==> src/rtl/exp_taylor_sequencer.sv <==
// exp_taylor_sequencer
//   Computes exp(x) ~= 1 + sum_{n=1..TERMS} x^n/n! in signed fixed point
//   (DATA_WIDTH bits, FRACTION fraction bits). Every product goes through one
//   external pipelined multiplier, one product in flight at a time. The adder
//   and accumulator are local.
// Ports:
//   clk, rst                 clock, asynchronous active-high reset
//   in_valid/in_ready/in_x   operand handshake (accepted only when idle)
//   out_valid/out_ready      result handshake; out_y/out_ovf held until taken
//   out_y, out_ovf           result and sticky saturation flag for this result
//   mult_valid, mult_a/_b    product issue (operands are 0 when not issuing)
//   mult_result(_valid)      full signed product returned by the multiplier
module exp_taylor_sequencer #(
   parameter int DATA_WIDTH = 12,
   parameter int FRACTION   = 0,
   parameter int TERMS      = 4,
   parameter int PIPE       = 4   // nominal multiplier latency; the FSM waits on valid
) (
   input  logic                          clk,
   input  logic                          rst,
   input  logic                          in_valid,
   output logic                          in_ready,
   input  logic signed [DATA_WIDTH-1:0]  in_x,
   output logic                          out_valid,
   input  logic                          out_ready,
   output logic signed [DATA_WIDTH-1:0]  out_y,
   output logic                          out_ovf,
   output logic                          mult_valid,
   output logic signed [DATA_WIDTH-1:0]  mult_a,
   output logic signed [DATA_WIDTH-1:0]  mult_b,
   input  logic [2*DATA_WIDTH-1:0]       mult_result,
   input  logic                          mult_result_valid
);

   localparam int MAX_TERMS = 10;
   localparam int UPPER_W   = DATA_WIDTH - FRACTION + 1;

   if (TERMS < 1 || TERMS > MAX_TERMS) begin : g_bad_terms
      $error("exp_taylor_sequencer: TERMS must be in 1..10");
   end
   if (FRACTION < 0 || FRACTION >= DATA_WIDTH) begin : g_bad_fraction
      $error("exp_taylor_sequencer: FRACTION must be in 0..DATA_WIDTH-1");
   end
   if (PIPE < 1) begin : g_bad_pipe
      $error("exp_taylor_sequencer: multiplier latency must be at least 1");
   end

   localparam logic signed [DATA_WIDTH-1:0] S_MAX = {1'b0, {(DATA_WIDTH-1){1'b1}}};
   localparam logic signed [DATA_WIDTH-1:0] S_MIN = {1'b1, {(DATA_WIDTH-1){1'b0}}};

   // Positive constants only; clamp to the signed maximum when they do not fit.
   function automatic logic signed [DATA_WIDTH-1:0] sat_const(input longint v);
      longint vmax;
      vmax = (longint'(1) << (DATA_WIDTH - 1)) - 1;
      return (v > vmax) ? S_MAX : DATA_WIDTH'(v);
   endfunction

   function automatic logic signed [DATA_WIDTH-1:0] recip_const(input int n);
      longint fact;
      if (n < 1 || n > MAX_TERMS) return '0;
      fact = 1;
      for (int i = 2; i <= n; i++) fact = fact * longint'(i);
      return sat_const((longint'(1) << FRACTION) / fact);
   endfunction

   localparam logic signed [DATA_WIDTH-1:0] ONE = sat_const(longint'(1) << FRACTION);

   // 16 entries so the 4-bit term index addresses the table exactly.
   logic signed [DATA_WIDTH-1:0] recip_rom [16];
   for (genvar g = 0; g < 16; g++) begin : g_recip
      assign recip_rom[g] = recip_const(g);
   end

   typedef enum logic [2:0] {
      StIdle, StMulPow, StWaitPow, StMulTerm, StWaitTerm, StDone
   } state_e;

   state_e                        state_q, state_d;
   logic signed [DATA_WIDTH-1:0]  x_q, x_d;
   logic signed [DATA_WIDTH-1:0]  pow_q, pow_d;
   logic signed [DATA_WIDTH-1:0]  acc_q, acc_d;
   logic [3:0]                    n_q, n_d;
   logic                          ovf_q, ovf_d;
   logic                          started_q, started_d;

   // Truncate the product back to DATA_WIDTH, saturating when the discarded
   // upper bits are not a pure sign extension.
   logic [UPPER_W-1:0]            upper;
   logic signed [DATA_WIDTH-1:0]  trunc_val;
   logic                          trunc_ovf;
   logic                          unused_mult_lsbs;

   assign unused_mult_lsbs = ^mult_result;

   always_comb begin
      upper     = mult_result[2*DATA_WIDTH-1 -: UPPER_W];
      trunc_val = mult_result[DATA_WIDTH+FRACTION-1 : FRACTION];
      trunc_ovf = 1'b0;
      if (!((&upper) || !(|upper))) begin
         trunc_val = mult_result[2*DATA_WIDTH-1] ? S_MIN : S_MAX;
         trunc_ovf = 1'b1;
      end
   end

   // One-bit-wider accumulate; disagreement of the top two bits means overflow.
   logic signed [DATA_WIDTH:0]    sum_wide;
   logic signed [DATA_WIDTH-1:0]  sum_sat;
   logic                          sum_ovf;

   always_comb begin
      sum_wide = {acc_q[DATA_WIDTH-1], acc_q} + {trunc_val[DATA_WIDTH-1], trunc_val};
      sum_sat  = sum_wide[DATA_WIDTH-1:0];
      sum_ovf  = 1'b0;
      if (sum_wide[DATA_WIDTH] != sum_wide[DATA_WIDTH-1]) begin
         sum_sat = sum_wide[DATA_WIDTH] ? S_MIN : S_MAX;
         sum_ovf = 1'b1;
      end
   end

   // State register
   always_ff @(posedge clk or posedge rst) begin
      if (rst) begin
         state_q   <= StIdle;
         x_q       <= '0;
         pow_q     <= '0;
         acc_q     <= '0;
         n_q       <= '0;
         ovf_q     <= 1'b0;
         started_q <= 1'b0;
      end else begin
         state_q   <= state_d;
         x_q       <= x_d;
         pow_q     <= pow_d;
         acc_q     <= acc_d;
         n_q       <= n_d;
         ovf_q     <= ovf_d;
         started_q <= started_d;
      end
   end

   // Next-state and datapath update
   always_comb begin
      state_d   = state_q;
      x_d       = x_q;
      pow_d     = pow_q;
      acc_d     = acc_q;
      n_d       = n_q;
      ovf_d     = ovf_q;
      started_d = 1'b1;
      unique case (state_q)
         StIdle: begin
            if (in_valid && started_q) begin
               x_d     = in_x;
               pow_d   = ONE;
               acc_d   = ONE;
               n_d     = 4'd1;
               ovf_d   = 1'b0;
               state_d = StMulPow;
            end
         end
         StMulPow:  state_d = StWaitPow;
         StWaitPow: begin
            if (mult_result_valid) begin
               pow_d   = trunc_val;
               ovf_d   = ovf_q | trunc_ovf;
               state_d = StMulTerm;
            end
         end
         StMulTerm: state_d = StWaitTerm;
         StWaitTerm: begin
            if (mult_result_valid) begin
               acc_d = sum_sat;
               ovf_d = ovf_q | trunc_ovf | sum_ovf;
               if (n_q == 4'(TERMS)) begin
                  state_d = StDone;
               end else begin
                  n_d     = n_q + 4'd1;
                  state_d = StMulPow;
               end
            end
         end
         StDone: begin
            if (out_ready) state_d = StIdle;
         end
         default: state_d = StIdle;
      endcase
   end

   // Outputs are decoded from registered state only, so reset zeroes them at once.
   always_comb begin
      in_ready   = started_q && (state_q == StIdle);
      out_valid  = 1'b0;
      out_y      = '0;
      out_ovf    = 1'b0;
      mult_valid = 1'b0;
      mult_a     = '0;
      mult_b     = '0;
      unique case (state_q)
         StMulPow: begin
            mult_valid = 1'b1;
            mult_a     = pow_q;
            mult_b     = x_q;
         end
         StMulTerm: begin
            mult_valid = 1'b1;
            mult_a     = pow_q;
            mult_b     = recip_rom[n_q];
         end
         StDone: begin
            out_valid = 1'b1;
            out_y     = acc_q;
            out_ovf   = ovf_q;
         end
         default: ;
      endcase
   end

endmodule

==> config.mk <==
export PLATFORM = sky130hd
export DESIGN_NAME = exp_taylor_sequencer
export DESIGN_NICKNAME = d
export VERILOG_FILES = /design/src/rtl/exp_taylor_sequencer.sv
export SDC_FILE = /design/constraint.sdc
export NUM_CORES = 1
export LEC_CHECK = 0
export ABC_AREA = 1
export CORE_ASPECT_RATIO = 1.4
export CORE_UTILIZATION = 30
export DETAILED_ROUTE_END_ITERATION = 12
export PLACE_DENSITY = 0.59
export SETUP_SLACK_MARGIN = 0.15
export SLEW_MARGIN = 5
export SYNTH_ARGS = -nofsm -noshare
export SYNTH_HDL_FRONTEND = slang
export SYNTH_SLANG_ARGS = --single-unit
==> constraint.sdc <==
create_clock -name clk -period 1.93 [get_ports clk]
set_input_delay 0.579 -clock clk [delete_from_list [all_inputs] [get_ports clk]]
set_output_delay 0.579 -clock clk [all_outputs]
set_load 0.1 [all_outputs]
==> impl_metrics.json <==
{
  "drt_wl_total_um": 11200,
  "status": "complete, but fails checks",
  "synth_seq_area_share": 0.359,
  "die_x_um": 88.5,
  "critPathCaptureType": "flop",
  "seqPwrFrac": 0.161,
  "dpl_cell_area_um2": 5380,
  "final_area_um2": 6310,
  "setup_viol": 53,
  "clock_skew_ns": 0.00650,
  "worstSetupPathType": "in -> reg",
  "track_usage": 0.216,
  "syn_inst": 461,
  "syn_area_per_cell_um2": 6.81,
  "cts-root-buf": "clkbuf_16",
  "ys_warn_count": 0,
  "synth_most_common_cell": "nand2_1",
  "grt.overflow.total": 0,
  "path_clk_slew_ns": 0.06,
  "fp.dieArea_um2": 10900,
  "ys_ff_latch": 45,
  "ir_drop_v": 0.00100,
  "seq_area_um2": 1130,
  "min_period_ns": 2.89,
  "clkPwrFrac": 0.093,
  "multi_input_comb_area_um2": 2400,
  "num_antenna_cells": 0,
  "cts_tree": "done",
  "fin_cells": 765,
  "drv_cap": 0,
  "route.detailed.drc": 0,
  "dpl.cell_count": 729,
  "via_per_inst": 4.72,
  "ant_nets": 0,
  "synth.distinct_cells": 30,
  "grt_max_degree": 46,
  "fin_nets": 687,
  "finalWeightedCongestion": 0.885,
  "chipHeight_um": 123,
  "timing.fmax_mhz": 346,
  "power_density_nw_per_um2": 1530,
  "num-fill-cells": 853,
  "drt_first_iter_violations": 186,
  "cts_buffer_depth": 2,
  "ys.flop_type": "dfrtp_1",
  "postCtsHoldBufs": 0,
  "clkLatencyLatePin_ns": 0.30,
  "critPathRequiredTime_ns": 2.17,
  "synthTopCellsByCount": "nand2_1 (110), inv_1 (88), nor2_1 (68)",
  "synthTopCellsByArea": "dfrtp_1 (36%), nand2_1 (13%), inv_1 (11%)",
  "htreeDepth": 2,
  "rows": 43,
  "initial_utilization": 0.312,
  "p_int_mw": 4.79,
  "violations": "negative setup slack",
  "drive_gt1_frac": 0.467,
  "finalPower_mw": 9.69,
  "coreArea_um2": 10100,
  "synth_edf_count": 0,
  "place_hpwl_um": 7470,
  "hp-class": "reg -> reg",
  "fin_crit_sh": 1.50,
  "synth_area_um2": 3140,
  "cp-start-kind": "input pin",
  "tns_ns": -15.81,
  "async_reset_ff_frac": 1.00,
  "via_count": 3611,
  "io_buffers": 80,
  "finalMaxSlewViolations": 0,
  "comb_power_share": 0.745,
  "yosysTopAreaCell": "dfrtp_1",
  "swShare": 0.506,
  "worst_slack_ns": -0.962,
  "hold_slack_ns": 0.508,
  "synthesis.nets": 519,
  "wl_per_cell_um": 14.7,
  "area_growth_pct": 101,
  "antenna_found_initial": 0,
  "first_global_vias": 3737,
  "clkSinkCount": 45,
  "grt_pass1_wl_um": 17700,
  "numCtsBuffers": 5,
  "yosys.area.top_type_share": 0.359,
  "first_pass_iters": 4,
  "worstPathMaxFanout": 5,
  "io_pins": 81,
  "hold_viol_final": 0,
  "p_switching_mw": 4.90,
  "leakagePower_nw": 2.84,
  "rsz0062_at_grt": "yes",
  "crit_arrival_ns": 3.13
}
-- final timing paths --
kind / endpoint / from / cells after the start / slack [ns]
max in group asynchronous: state_q[0] / rst / 3 / 1.04
hold reg to reg: ovf_q / ovf_q / 2 / 0.51
min in group asynchronous: pow_q[10] / rst / 3 / 0.64
setup reg to reg: acc_q[3] / acc_q[0] / 15 / -0.20
hold / removal: ovf_q / ovf_q / 2 / 0.51
setup / recovery: acc_q[3] / mult_result[23] / 24 / -0.96
-- cells in the final DEF, fill, tap and decap left out, types with 4 or more instances in the layout --
master	n
o22ai_1	11
o21ai_2	8
buf_12	49
nor2_1	22
dfrtp_1	43
nand3_1	16
a21oi_1	6
buf_2	4
a21oi_2	5
o21ai_0	17
xor2_1	5
ha_1	7
nand3_2	7
nand4_1	6
buf_4	65
nand2_8	4
inv_1	71
clkdlybuf4s50_1	27
ha_4	9
nand2_2	19
buf_6	17
clkbuf_16	5
nand2_1	90
inv_4	4
nand2_4	8
nor2_2	5
inv_2	12
nor2_4	44
o21ai_4	6
-- area by class of cell --
cell class / instances / area share
clock buffers: 6 / 0.0220
clock inverters: 2 / 0.00218
inverters: 91 / 0.0569
multi-input cells: 315 / 0.380
flip-flops and latches: 45 / 0.179
well taps: 135 / 0.0267
repair buffers: 171 / 0.334
-- metrics by stage --
stage	util	setup WS (ns)
2_1_floorplan	-	-0.970
3_3_place_gp	0.534	-1.63
3_5_place_dp	0.534	-1.71
4_1_cts	0.605	-0.899
5_1_grt	0.628	-1.14
6_report	0.628	-0.962
-- cell families (layout without fill, tap and decap cells) --
kind of cell    after synthesis  after routing  share of synthesized area
xor+xnor                      8              8                     0.0223
compound gates               58             58                      0.108
fa+ha+maj                    17             17                     0.0701
other cells                   1              1                    0.00119
simple gates                229            231                      0.312
flops                        45             45                      0.359
buf+inv                     103            270                      0.129
-- power groups by stage --
stage / clock network (mW) / logic [mW] / registers, mW
6_report: 0.904 / 7.22 / 1.56
5_1_grt: 0.965 / 7.66 / 1.61
3_3_place_gp: 0 / 5.80 / 1.53
2_1_floorplan: 0 / 3.95 / 1.52
4_1_cts: 0.926 / 6.77 / 1.55
3_5_place_dp: 0 / 5.89 / 1.54
-- sequential cells by signal, summed over array words and instances, names as in the netlist --
name	flops
x_q	12
pow_q	12
ovf_q	1
state_q	3
started_q	1
n_q	4
acc_q	12
-- routing by layer --
layer  vias up  routed length [um]  track usage
met4         0                 536        0.103
li1       1763                   -            -
met2       121                6160        0.413
met5         -                   0            0
met1      1697                3960        0.218
met3        30                 586       0.0447
-- what timing repair did --
action	CTS	global route
pin swaps	35	18
setup endpoints to repair	64	63
resized for setup	133	42
cloned	5	0
buffers inserted	17	6
-- critical path: stages --
cell,delay (ns)
clkdlybuf4s15_2,0.21
nand2_1,0.06
nor2_1,0.12
nand3b_1,0.11
nand2_2,0.10
inv_4,0.06
nand2_4,0.10
o21ai_4,0.07
inv_2,0.07
ha_4,0.13
inv_2,0.03
fa_2,0.34
nand3b_1,0.19
nand2_2,0.11
nand2_2,0.07
nand2_4,0.07
nand2_4,0.06
nand2_4,0.06
nand2_4,0.07
a21oi_4,0.16
buf_6,0.13
buf_16,0.11
nand2_1,0.06
nand2_1,0.05
(Power assumes the default switching activity.)
